--- src/rtl/fp_pkg.sv ---
// Shared types and constants for the FP32 add/sub datapath.
package fp_pkg;

  localparam int EXP_W = 8;
  localparam int MAN_W = 23;
  localparam int GRS_W = 3;
  localparam int EXT_W = MAN_W + 1 + GRS_W;  // {hidden, frac, G, R, S} = 27
  localparam logic [EXP_W-1:0] EXP_MAX = 8'hFF;

  typedef struct packed {
    logic             sign;
    logic [EXP_W-1:0] exp;
    logic [MAN_W-1:0] frac;
  } fp32_t;

  // Contents of the align-stage pipeline register.
  typedef struct packed {
    logic             op;         // 1: effective addition
    logic [EXP_W-1:0] exp_l;
    logic             sign_l;
    logic [EXT_W-1:0] mant_l;
    logic [EXT_W-1:0] aligned_s;
    logic             exc;
  } align_stage_t;

  // Extended mantissa; zero-exponent operands (zeros and subnormals) flush to 0.
  function automatic logic [EXT_W-1:0] ext_mant(input fp32_t x);
    return (x.exp != '0) ? {1'b1, x.frac, {GRS_W{1'b0}}} : '0;
  endfunction

endpackage

--- src/rtl/fp_align_shifter.sv ---
// Right shift of a 27-bit extended mantissa with sticky collapse into bit 0.
// Shift amounts of 27 or more collapse the whole operand into the sticky bit.
module fp_align_shifter
  import fp_pkg::*;
(
  input  logic [EXT_W-1:0] mant_in,
  input  logic [EXP_W-1:0] shamt,
  output logic [EXT_W-1:0] mant_out
);

  logic [EXT_W-1:0] lost_mask;
  logic [EXT_W-1:0] shifted;
  logic             lost;
  logic             saturate;

  // Bit gi falls off the bottom when the shift amount exceeds gi.
  generate
    for (genvar gi = 0; gi < EXT_W; gi++) begin : g_mask
      assign lost_mask[gi] = (shamt > EXP_W'(gi));
    end
  endgenerate

  assign shifted  = mant_in >> shamt;
  assign lost     = |(mant_in & lost_mask);
  assign saturate = (shamt >= EXP_W'(EXT_W));

  // Select saturated sticky-only result or shifted value with sticky OR-ed in.
  always_comb begin
    mant_out = '0;
    if (saturate) begin
      mant_out = {{(EXT_W-1){1'b0}}, |mant_in};
    end else begin
      mant_out = {shifted[EXT_W-1:1], shifted[0] | lost};
    end
  end

endmodule

--- src/rtl/fp_align_addsub.sv ---
// FP32 add/sub front half: unpack, swap, align, add/subtract extended mantissas.
// Two-stage valid/ready pipeline; normalization and rounding happen downstream.
module fp_align_addsub
  import fp_pkg::*;
#(
  parameter int WIDTH = 32,
  parameter int EXP_W = 8,
  parameter int MAN_W = 23
) (
  input  logic               clk,
  input  logic               reset,
  input  logic               in_valid,
  output logic               in_ready,
  input  logic [WIDTH-1:0]   a,
  input  logic [WIDTH-1:0]   b,
  input  logic               sub,
  output logic               out_valid,
  input  logic               out_ready,
  output logic [MAN_W+3:0]   result_mant,
  output logic               carry_out,
  output logic               op,
  output logic [EXP_W-1:0]   exp_result,
  output logic               result_sign,
  output logic               exc
);

  localparam int XW = MAN_W + 4;

  fp32_t            fa, fb;
  logic             sb_eff;
  logic             swap;
  logic [EXP_W-1:0] exp_s;
  logic [XW-1:0]    mant_s;
  logic [EXP_W-1:0] shamt;
  align_stage_t     s1_next, s1_reg;
  logic             v1_reg, v2_reg;
  logic             acc1, acc2;
  logic [XW:0]      sum_next;
  logic             sign_next;

  assign fa = a;
  assign fb = b;

  // Handshake: a stage may load when empty or when the stage after it drains.
  assign acc2      = !v2_reg || out_ready;
  assign acc1      = !v1_reg || acc2;
  assign in_ready  = acc1;
  assign out_valid = v2_reg;

  // Stage 1 operand selection: larger magnitude leads, ties keep A in front.
  always_comb begin
    sb_eff            = fb.sign ^ sub;
    swap              = {fb.exp, fb.frac} > {fa.exp, fa.frac};
    s1_next.op        = ~(fa.sign ^ sb_eff);
    s1_next.exc       = (fa.exp == EXP_MAX) || (fb.exp == EXP_MAX);
    s1_next.exp_l     = swap ? fb.exp : fa.exp;
    s1_next.sign_l    = swap ? sb_eff : fa.sign;
    s1_next.mant_l    = swap ? ext_mant(fb) : ext_mant(fa);
    exp_s             = swap ? fa.exp : fb.exp;
    mant_s            = swap ? ext_mant(fa) : ext_mant(fb);
    shamt             = s1_next.exp_l - exp_s;
  end

  fp_align_shifter u_shifter (
    .mant_in  (mant_s),
    .shamt    (shamt),
    .mant_out (s1_next.aligned_s)
  );

  // Stage 2 adder; the swap keeps the difference non-negative so bit 27 is 0 on subtract.
  always_comb begin
    if (s1_reg.op) begin
      sum_next = {1'b0, s1_reg.mant_l} + {1'b0, s1_reg.aligned_s};
    end else begin
      sum_next = {1'b0, s1_reg.mant_l} - {1'b0, s1_reg.aligned_s};
    end
    sign_next = s1_reg.sign_l;
    if (!s1_reg.op && (sum_next[XW-1:0] == '0)) begin
      sign_next = 1'b0;
    end
  end

  // Stage 1 register: captures aligned operands on an accepted input.
  always_ff @(posedge clk or posedge reset) begin
    if (reset) begin
      v1_reg <= 1'b0;
      s1_reg <= '0;
    end else if (acc1) begin
      v1_reg <= in_valid;
      if (in_valid) begin
        s1_reg <= s1_next;
      end
    end
  end

  // Stage 2 register: holds the result until downstream takes it.
  always_ff @(posedge clk or posedge reset) begin
    if (reset) begin
      v2_reg      <= 1'b0;
      result_mant <= '0;
      carry_out   <= 1'b0;
      op          <= 1'b0;
      exp_result  <= '0;
      result_sign <= 1'b0;
      exc         <= 1'b0;
    end else if (acc2) begin
      v2_reg <= v1_reg;
      if (v1_reg) begin
        result_mant <= sum_next[XW-1:0];
        carry_out   <= sum_next[XW];
        op          <= s1_reg.op;
        exp_result  <= s1_reg.exp_l;
        result_sign <= sign_next;
        exc         <= s1_reg.exc;
      end
    end
  end

endmodule
--- config.mk ---
export PLATFORM = sky130hd
export DESIGN_NAME = fp_align_addsub
export DESIGN_NICKNAME = d
export VERILOG_FILES = /design/src/rtl/fp_pkg.sv /design/src/rtl/fp_align_shifter.sv /design/src/rtl/fp_align_addsub.sv
export SDC_FILE = /design/constraint.sdc
export NUM_CORES = 1
export LEC_CHECK = 0
export CAP_MARGIN = 15
export CORE_MARGIN = 1.5
export CORE_UTILIZATION = 52
export DETAILED_ROUTE_END_ITERATION = 8
export GPL_TIMING_DRIVEN = 0
export PLACE_DENSITY = 0.78
export SLEW_MARGIN = 20
export SYNTH_ARGS = -nofsm -noshare
export SYNTH_HDL_FRONTEND = slang
export SYNTH_SLANG_ARGS = --single-unit
--- constraint.sdc ---
create_clock -name clk -period 4.7 [get_ports clk]
set_clock_uncertainty 0.1 [all_clocks]
set_input_delay 0.705 -clock clk [delete_from_list [all_inputs] [get_ports clk]]
set_output_delay 0.705 -clock clk [all_outputs]
set_load 0.01 [all_outputs]
==> results.json, run 1 <==
{
  "run_status": "finished clean",
  "synth_flop_cell": "sky130_fd_sc_hd__dfrtp_1",
  "ant_nets": 0,
  "cts_tree": "done",
  "nNetsFinal": 1398,
  "max_cap_viol_count": 0,
  "synth_sequential_area_ratio_pct": 28.2,
  "cp.buffers_inverters": 6,
  "dp_hpwl_um": 24400,
  "final.fill_count": 1382,
  "timing_hold_violations_final": 0,
  "grt_use_total_pct": 35.4,
  "max_freq_mhz": 214,
  "cp.required_ns": 4.80,
  "vias_per_cell": 6.49,
  "arr_time_crit_path_ns": 4.77,
  "drtIter0Drc": 1000,
  "maxSlewHeadroom_pct": 48.2,
  "final_setup_viols": 0,
  "drive_gt1_share_pct": 25.0,
  "largest_reg_flops": 62,
  "design.die.area_mm2": 0.0184,
  "timing.final.crit_share_pct": 99.3,
  "timing_worst_setup_path_type": "in2reg",
  "power.static_leakage_nw": 5.18,
  "slew_of_the_pin_with_the_lowest_slew_margin_ns": 0.776,
  "highest_net_fanout_along_the_worst_path": 5,
  "routedWlPerCell_um": 22.1,
  "cp-start-kind": "input port",
  "finalWorstPathRequiredPeriod_ns": 4.67,
  "finalCoreUtilization_pct": 69.3,
  "worst_hold_path_type": "reg2reg",
  "placement_rows": 48,
  "cpMaxStageDelayCell": "sky130_fd_sc_hd__or4_4",
  "area_delta_synth_final_pct": 30.8,
  "cpPeakStageDelay_ns": 0.55,
  "cts-htree-levels": 3,
  "vdd.ir_drop.worst_uv": 342,
  "register_bit_count_reported_by_yosys": 103,
  "initial_utilization_pct": 53.0,
  "synth-edff-count": 0,
  "asyncSetResetFlopFracSynth_pct": 100,
  "first_global_vias": 9217,
  "clock-sinks": 103,
  "dieHeight_um": 135,
  "area_of_the_placeable_core_mm2": 0.0172,
  "number_of_diodes": 0,
  "netlist-cell-type-count": 76,
  "timing.setup.tns_ns": 0,
  "grt_start_max_net_pins": 64,
  "globalRouteOverflowTotal": 0,
  "cp_cell_sequence": "clkbuf_2 -> inv_1 -> ha_1 -> nand4_1 -> buf_4 -> inv_1 -> a221oi_4 -> nand4_1 -> buf_6 -> a21oi_4 -> a21oi_4 -> ha_4 -> a31o_4 -> a21oi_4 -> xor2_4 -> buf_6 -> nor2_2 -> o221a_1 -> or4_4 -> a2111oi_4 -> o221ai_1",
  "total_clock_buffers_created_by_cts": 9,
  "buffer_ports.inserted": 109,
  "synth_nets": 1223,
  "crit_path_frequent_cell": "sky130_fd_sc_hd__a21oi_4",
  "synthesis.instances": 1095,
  "clk_latency_ns": 0.36,
  "dr.pass1.iters": 7,
  "detailed_route_via_count": 9724,
  "hold_path_startpoint": "result_mant[15]",
  "postLayoutSetupSlackWorst_ns": 0.0312,
  "worstReg2RegStart": "s1_reg[64]",
  "timing_max_transition_violations_final": 0,
  "boundaryPins": 110,
  "syn-mean-instance-area_um2": 8.34,
  "fin_cells": 1499,
  "ctsRootBufferMaster": "sky130_fd_sc_hd__clkbuf_16",
  "route.detailed.drc": 0,
  "path_delay_family": "compound AO/OA/AOI/OAI gates",
  "route.final.wire_length_um": 33100,
  "post_syn_area_mm2": 0.00913,
  "gp_congestion": 1.00,
  "die_width_um": 135,
  "yosys_warnings": 0,
  "clk_transition_reported_paths_ns": 0.07,
  "timing.critical_path.from": "a[12]",
  "antenna_found_initial": 2,
  "global_route_wire_length_before_repair_um": 50000,
  "dp_slack_ns": -2.15,
  "worst_setup_path_end_kind": "flop",
  "placed_cells": 1430,
  "cts_max_path_buffers": 2,
  "power_per_cell_area_mw_per_mm2": 436
}
## per-layer routing
layer	wire length, um	vias up	track usage [%]	part of all wire [%]
met5	0	-	0	0
met1	12900	4631	44.4	39
li1	-	4361	-	-
met2	15900	598	60.1	48
met4	1650	0	16.1	5.0
met3	2580	134	5.76	7.8
## power breakdown
part	internal, mW	switching [mW]
clock network	0.418	0.342
registers	1.10	0.135
logic	1.46	1.74
## metrics by stage
step                      area [um^2]  hold WS [ns]  power [mW]
after CTS                       11700         0.383        5.00
after global routing            11900         0.407        5.51
after floorplan                  9270         0.340        3.09
after detailed placement        10700         0.366        4.02
final                           11900         0.379        5.20
after global placement          10600         0.358        3.96
## logic make-up after synthesis
logic type | share of synthesized area [%]
multiplexers | 13.4
AO/OA/AOI/OAI | 20.9
adder cells (fa/ha/maj) | 8.28
flip-flops | 28.2
AND/OR/NAND/NOR | 19.8
buffers and inverters | 4.54
XOR/XNOR | 4.89
## cells in the final DEF, fill, tap and decap left out, types with 11 or more instances in the layout
cell type	instances
sky130_fd_sc_hd__inv_1	28
sky130_fd_sc_hd__xor2_1	26
sky130_fd_sc_hd__a21o_1	19
sky130_fd_sc_hd__mux2i_1	39
sky130_fd_sc_hd__a21oi_1	59
sky130_fd_sc_hd__nand2b_1	11
sky130_fd_sc_hd__ha_4	23
sky130_fd_sc_hd__xnor2_1	20
sky130_fd_sc_hd__buf_4	60
sky130_fd_sc_hd__ha_1	35
sky130_fd_sc_hd__nor3_1	23
sky130_fd_sc_hd__nand2_1	137
sky130_fd_sc_hd__clkdlybuf4s50_1	47
sky130_fd_sc_hd__inv_2	13
sky130_fd_sc_hd__nor4_1	16
sky130_fd_sc_hd__nor2_1	129
sky130_fd_sc_hd__dfrtp_1	103
sky130_fd_sc_hd__nand4_1	14
sky130_fd_sc_hd__mux4_2	18
sky130_fd_sc_hd__o21ai_1	11
sky130_fd_sc_hd__o21ai_0	63
sky130_fd_sc_hd__a221oi_1	23
sky130_fd_sc_hd__buf_2	24
sky130_fd_sc_hd__mux2_2	31
sky130_fd_sc_hd__buf_6	12
sky130_fd_sc_hd__clkbuf_2	23
sky130_fd_sc_hd__clkbuf_1	32
## area by class of cell
cell class	count	area [um^2]	share of cell area (%)
repair buffers	168	1390	11.6
clock inverters	5	67.6	0.566
clock buffers	10	229	1.92
well taps	225	282	2.36
flip-flops and latches	103	2580	21.6
inverters	46	195	1.64
multi-input cells	890	6900	57.8
plain buffers	52	303	2.54
## synthesized netlist by cell type (all sizes together) (4+ instances only)
cell type,number,area share (%)
o31ai,4,0.33
or4,4,0.41
mux2,32,3.9
a2111oi,4,0.59
xnor2,22,2.1
a21o,19,1.6
nand2,139,5.7
ha,58,7.9
buf,18,1.0
a32oi,4,0.38
a211oi,13,1.1
nand2b,11,0.75
inv,45,1.9
or2,5,0.34
nor2b,5,0.34
o22ai,8,0.62
nand4,14,0.96
a31oi,9,0.78
nand3,12,0.66
nor2,134,5.6
o21ai,78,4.3
mux4,18,4.4
a221oi,25,2.4
dfrtp,103,28
nor3,25,1.4
and3,4,0.27
clkbuf,39,1.6
a21oi,71,3.9
nor4,18,1.3
or3,5,0.40
and2,6,0.44
o211ai,7,0.58
o21a,9,0.74
a22oi,5,0.41
xor2,29,2.8
mux2i,46,5.0
## worst min-delay path: stages (launching register included)
cell,delay (ns)
sky130_fd_sc_hd__dfrtp_1,0.34
sky130_fd_sc_hd__nand2_1,0.04
sky130_fd_sc_hd__o21ai_0,0.06
## worst paths after layout
path / to / slack [ns] / depth (start not counted)
max: s1_reg[1] / 0.03 / 21
min: result_mant[15] / 0.38 / 2
max reg2reg: result_mant[25] / 0.09 / 17
min reg2reg: result_mant[15] / 0.38 / 2
max in group asynchronous: s1_reg[43] / 3.23 / 3
min in group asynchronous: exp_result[6] / 0.62 / 2
## repair_timing
action                     CTS  global route
pin swaps                   49            48
resized for setup          258           125
hold buffers                 0             0
setup endpoints to repair   60            42
buffers inserted            41            17
cloned                       1             0
No activity file was read; power rests on OpenSTA's default activity.
==> run 2: changes to the inputs <==
Settings changed: RECOVER_POWER set to 25.
==> results.json, run 2 (synthesis gave the netlist of run 1 again) <==
{
  "run_status": "complete, but fails checks",
  "violated_checks": "capacitance limit, slew limit",
  "most_common_library_cell_in_the_layout_ignoring_fill_and_taps": "sky130_fd_sc_hd__nand2_1",
  "global_route_wire_length_before_repair_um": 50000,
  "detailed_route_via_count": 9732,
  "hold_path_depth": 2,
  "seqCellArea_mm2": 0.00258,
  "vias_per_cell": 6.49,
  "cp_cell_sequence": "clkbuf_2 -> inv_1 -> ha_1 -> nand4_1 -> buf_4 -> inv_1 -> a221oi_4 -> nand4_1 -> buf_6 -> a21oi_4 -> a21oi_4 -> ha_4 -> a31o_4 -> a21oi_4 -> xor2_4 -> buf_6 -> nor2_2 -> o221a_1 -> or4_4 -> a2111oi_4 -> o221ai_1",
  "area_of_the_placeable_core_mm2": 0.0172,
  "hold_path_startpoint": "result_mant[15]",
  "ctsRootBufferMaster": "sky130_fd_sc_hd__clkbuf_16",
  "ant_nets": 0,
  "vdd.ir_drop.worst_uv": 342,
  "worstReg2RegStart": "s1_reg[64]",
  "layout.cells.most_common_list": "sky130_fd_sc_hd__nand2_1, sky130_fd_sc_hd__nor2_1, sky130_fd_sc_hd__dfrtp_1",
  "final_setup_viols": 0,
  "crit_path_frequent_cell": "sky130_fd_sc_hd__a21oi_4",
  "finalCoreUtilization_pct": 69.1,
  "grt_use_total_pct": 35.4,
  "dp_hpwl_um": 24400,
  "first_global_vias": 9217,
  "max_cap_viol_count": 2,
  "slew_of_the_pin_with_the_lowest_slew_margin_ns": 1.75,
  "buffer_ports.inserted": 109,
  "die_width_um": 135,
  "drtIter0Drc": 1048,
  "clk_transition_reported_paths_ns": 0.07,
  "timing.rr.end": "result_mant[25]",
  "postLayoutSetupSlackWorst_ns": 0.0330,
  "clk_latency_ns": 0.36,
  "post-layout-total-power_mw": 5.19,
  "timing.final.crit_share_pct": 99.3,
  "number_of_diodes": 0,
  "worst_setup_path_end_kind": "flop",
  "multi_input_area_mm2": 0.00690,
  "clock-sinks": 103,
  "cts_max_path_buffers": 2,
  "cpPeakStageDelay_ns": 0.55,
  "finalWorstPathRequiredPeriod_ns": 4.67,
  "drive_gt1_share_pct": 25.0,
  "arr_time_crit_path_ns": 4.77,
  "cts-htree-levels": 3,
  "largest_reg_flops": 62,
  "timing_hold_violations_final": 0,
  "route.detailed.drc": 0,
  "cp.required_ns": 4.80,
  "highest_net_fanout_along_the_worst_path": 5,
  "maxSlewHeadroom_pct": -17.3,
  "timing_max_transition_violations_final": 106,
  "design.die.area_mm2": 0.0184,
  "r2r_setup_slack_ns": 0.10,
  "placement_rows": 48,
  "cpMaxStageDelayCell": "sky130_fd_sc_hd__or4_4",
  "cts_tree": "done",
  "dieHeight_um": 135,
  "worst_hold_path_type": "reg2reg",
  "timing_worst_setup_path_type": "in2reg",
  "globalRouteOverflowTotal": 0,
  "cp-start-kind": "input port",
  "max_freq_mhz": 214,
  "antenna_found_initial": 2,
  "postCtsHoldBufs": 0,
  "nNetsFinal": 1398,
  "dp_slack_ns": -2.15,
  "dr.pass1.iters": 7,
  "grt_start_max_net_pins": 64,
  "route.final.wire_length_um": 33100,
  "initial_utilization_pct": 53.0,
  "power.static_leakage_nw": 5.16,
  "area_delta_synth_final_pct": 30.5,
  "final.fill_count": 1383,
  "total_clock_buffers_created_by_cts": 9,
  "min_to": "result_mant[15]",
  "worst_reg2reg_path_depth": 17,
  "gp_congestion": 1.00,
  "boundaryPins": 110,
  "power_per_cell_area_mw_per_mm2": 436,
  "routedWlPerCell_um": 22.1
}
-- run 2: worst max path at each step --
stage / slack, ns / to / from / cells past startpoint
floorplan: -0.25 / s1_reg[1] / a[26] / 22
global placement: -2.10 / s1_reg[3] / a[8] / 23
detailed placement: -2.15 / s1_reg[3] / a[10] / 23
CTS: -0.1 / s1_reg[1] / a[27] / 22
global route: -0.11 / result_mant[25] / s1_reg[64] / 17
finish: 0.03 / s1_reg[1] / a[12] / 21
-- run 2: per-layer routing --
metal  up-vias  GRT usage, %  share of wire (%)  wire [um]
li1       4357             -                  -          -
met1      4637          44.4                 39      13000
met2       614          60.1                 48      16000
met3       124          5.76                7.9       2610
met4         0          16.1                4.6       1540
met5         -             0                  0          0
-- run 2: layout make-up --
type                       instances  share of cell area [%]
buffer                            52                    2.54
clock buffer                      10                    1.92
clock inverter                     5                   0.567
inverter                          46                    1.61
multi-input combinational        890                    57.9
sequential                       103                    21.6
tap                              225                    2.36
timing repair buffer             168                    11.5
-- run 2: worst max-delay path: cells and delay by family --
family | cells | cell delay, ns
compound gates | 8 | 1.65
simple gates | 4 | 1.00
fa+ha+maj | 2 | 0.48
buf+inv | 6 | 0.71
xor+xnor | 1 | 0.24
-- run 2: timing repair --
item,4_1_cts,5_1_grt
setup buffers,41,17
resized for setup,258,125
pin swaps,49,48
setup endpoints to repair,60,42
cloned,1,0
-- run 2: power breakdown --
group          leakage (nW)  total (mW)  internal, mW  switching (mW)
clock                 0.145       0.759         0.418           0.341
combinational          3.75        3.20          1.46            1.74
sequential             1.27        1.23          1.10           0.134
-- run 2: per-stage QoR --
stage	TNS [ns]	std cells	hold WS [ns]	area (um^2)
global placement	-100.09	1429	0.358	10600
finish	0	1499	0.379	11900
CTS	-0.147	1484	0.383	11700
global route	-0.289	1499	0.407	11900
detailed placement	-79.78	1430	0.366	10700
floorplan	-0.877	1095	0.340	9270
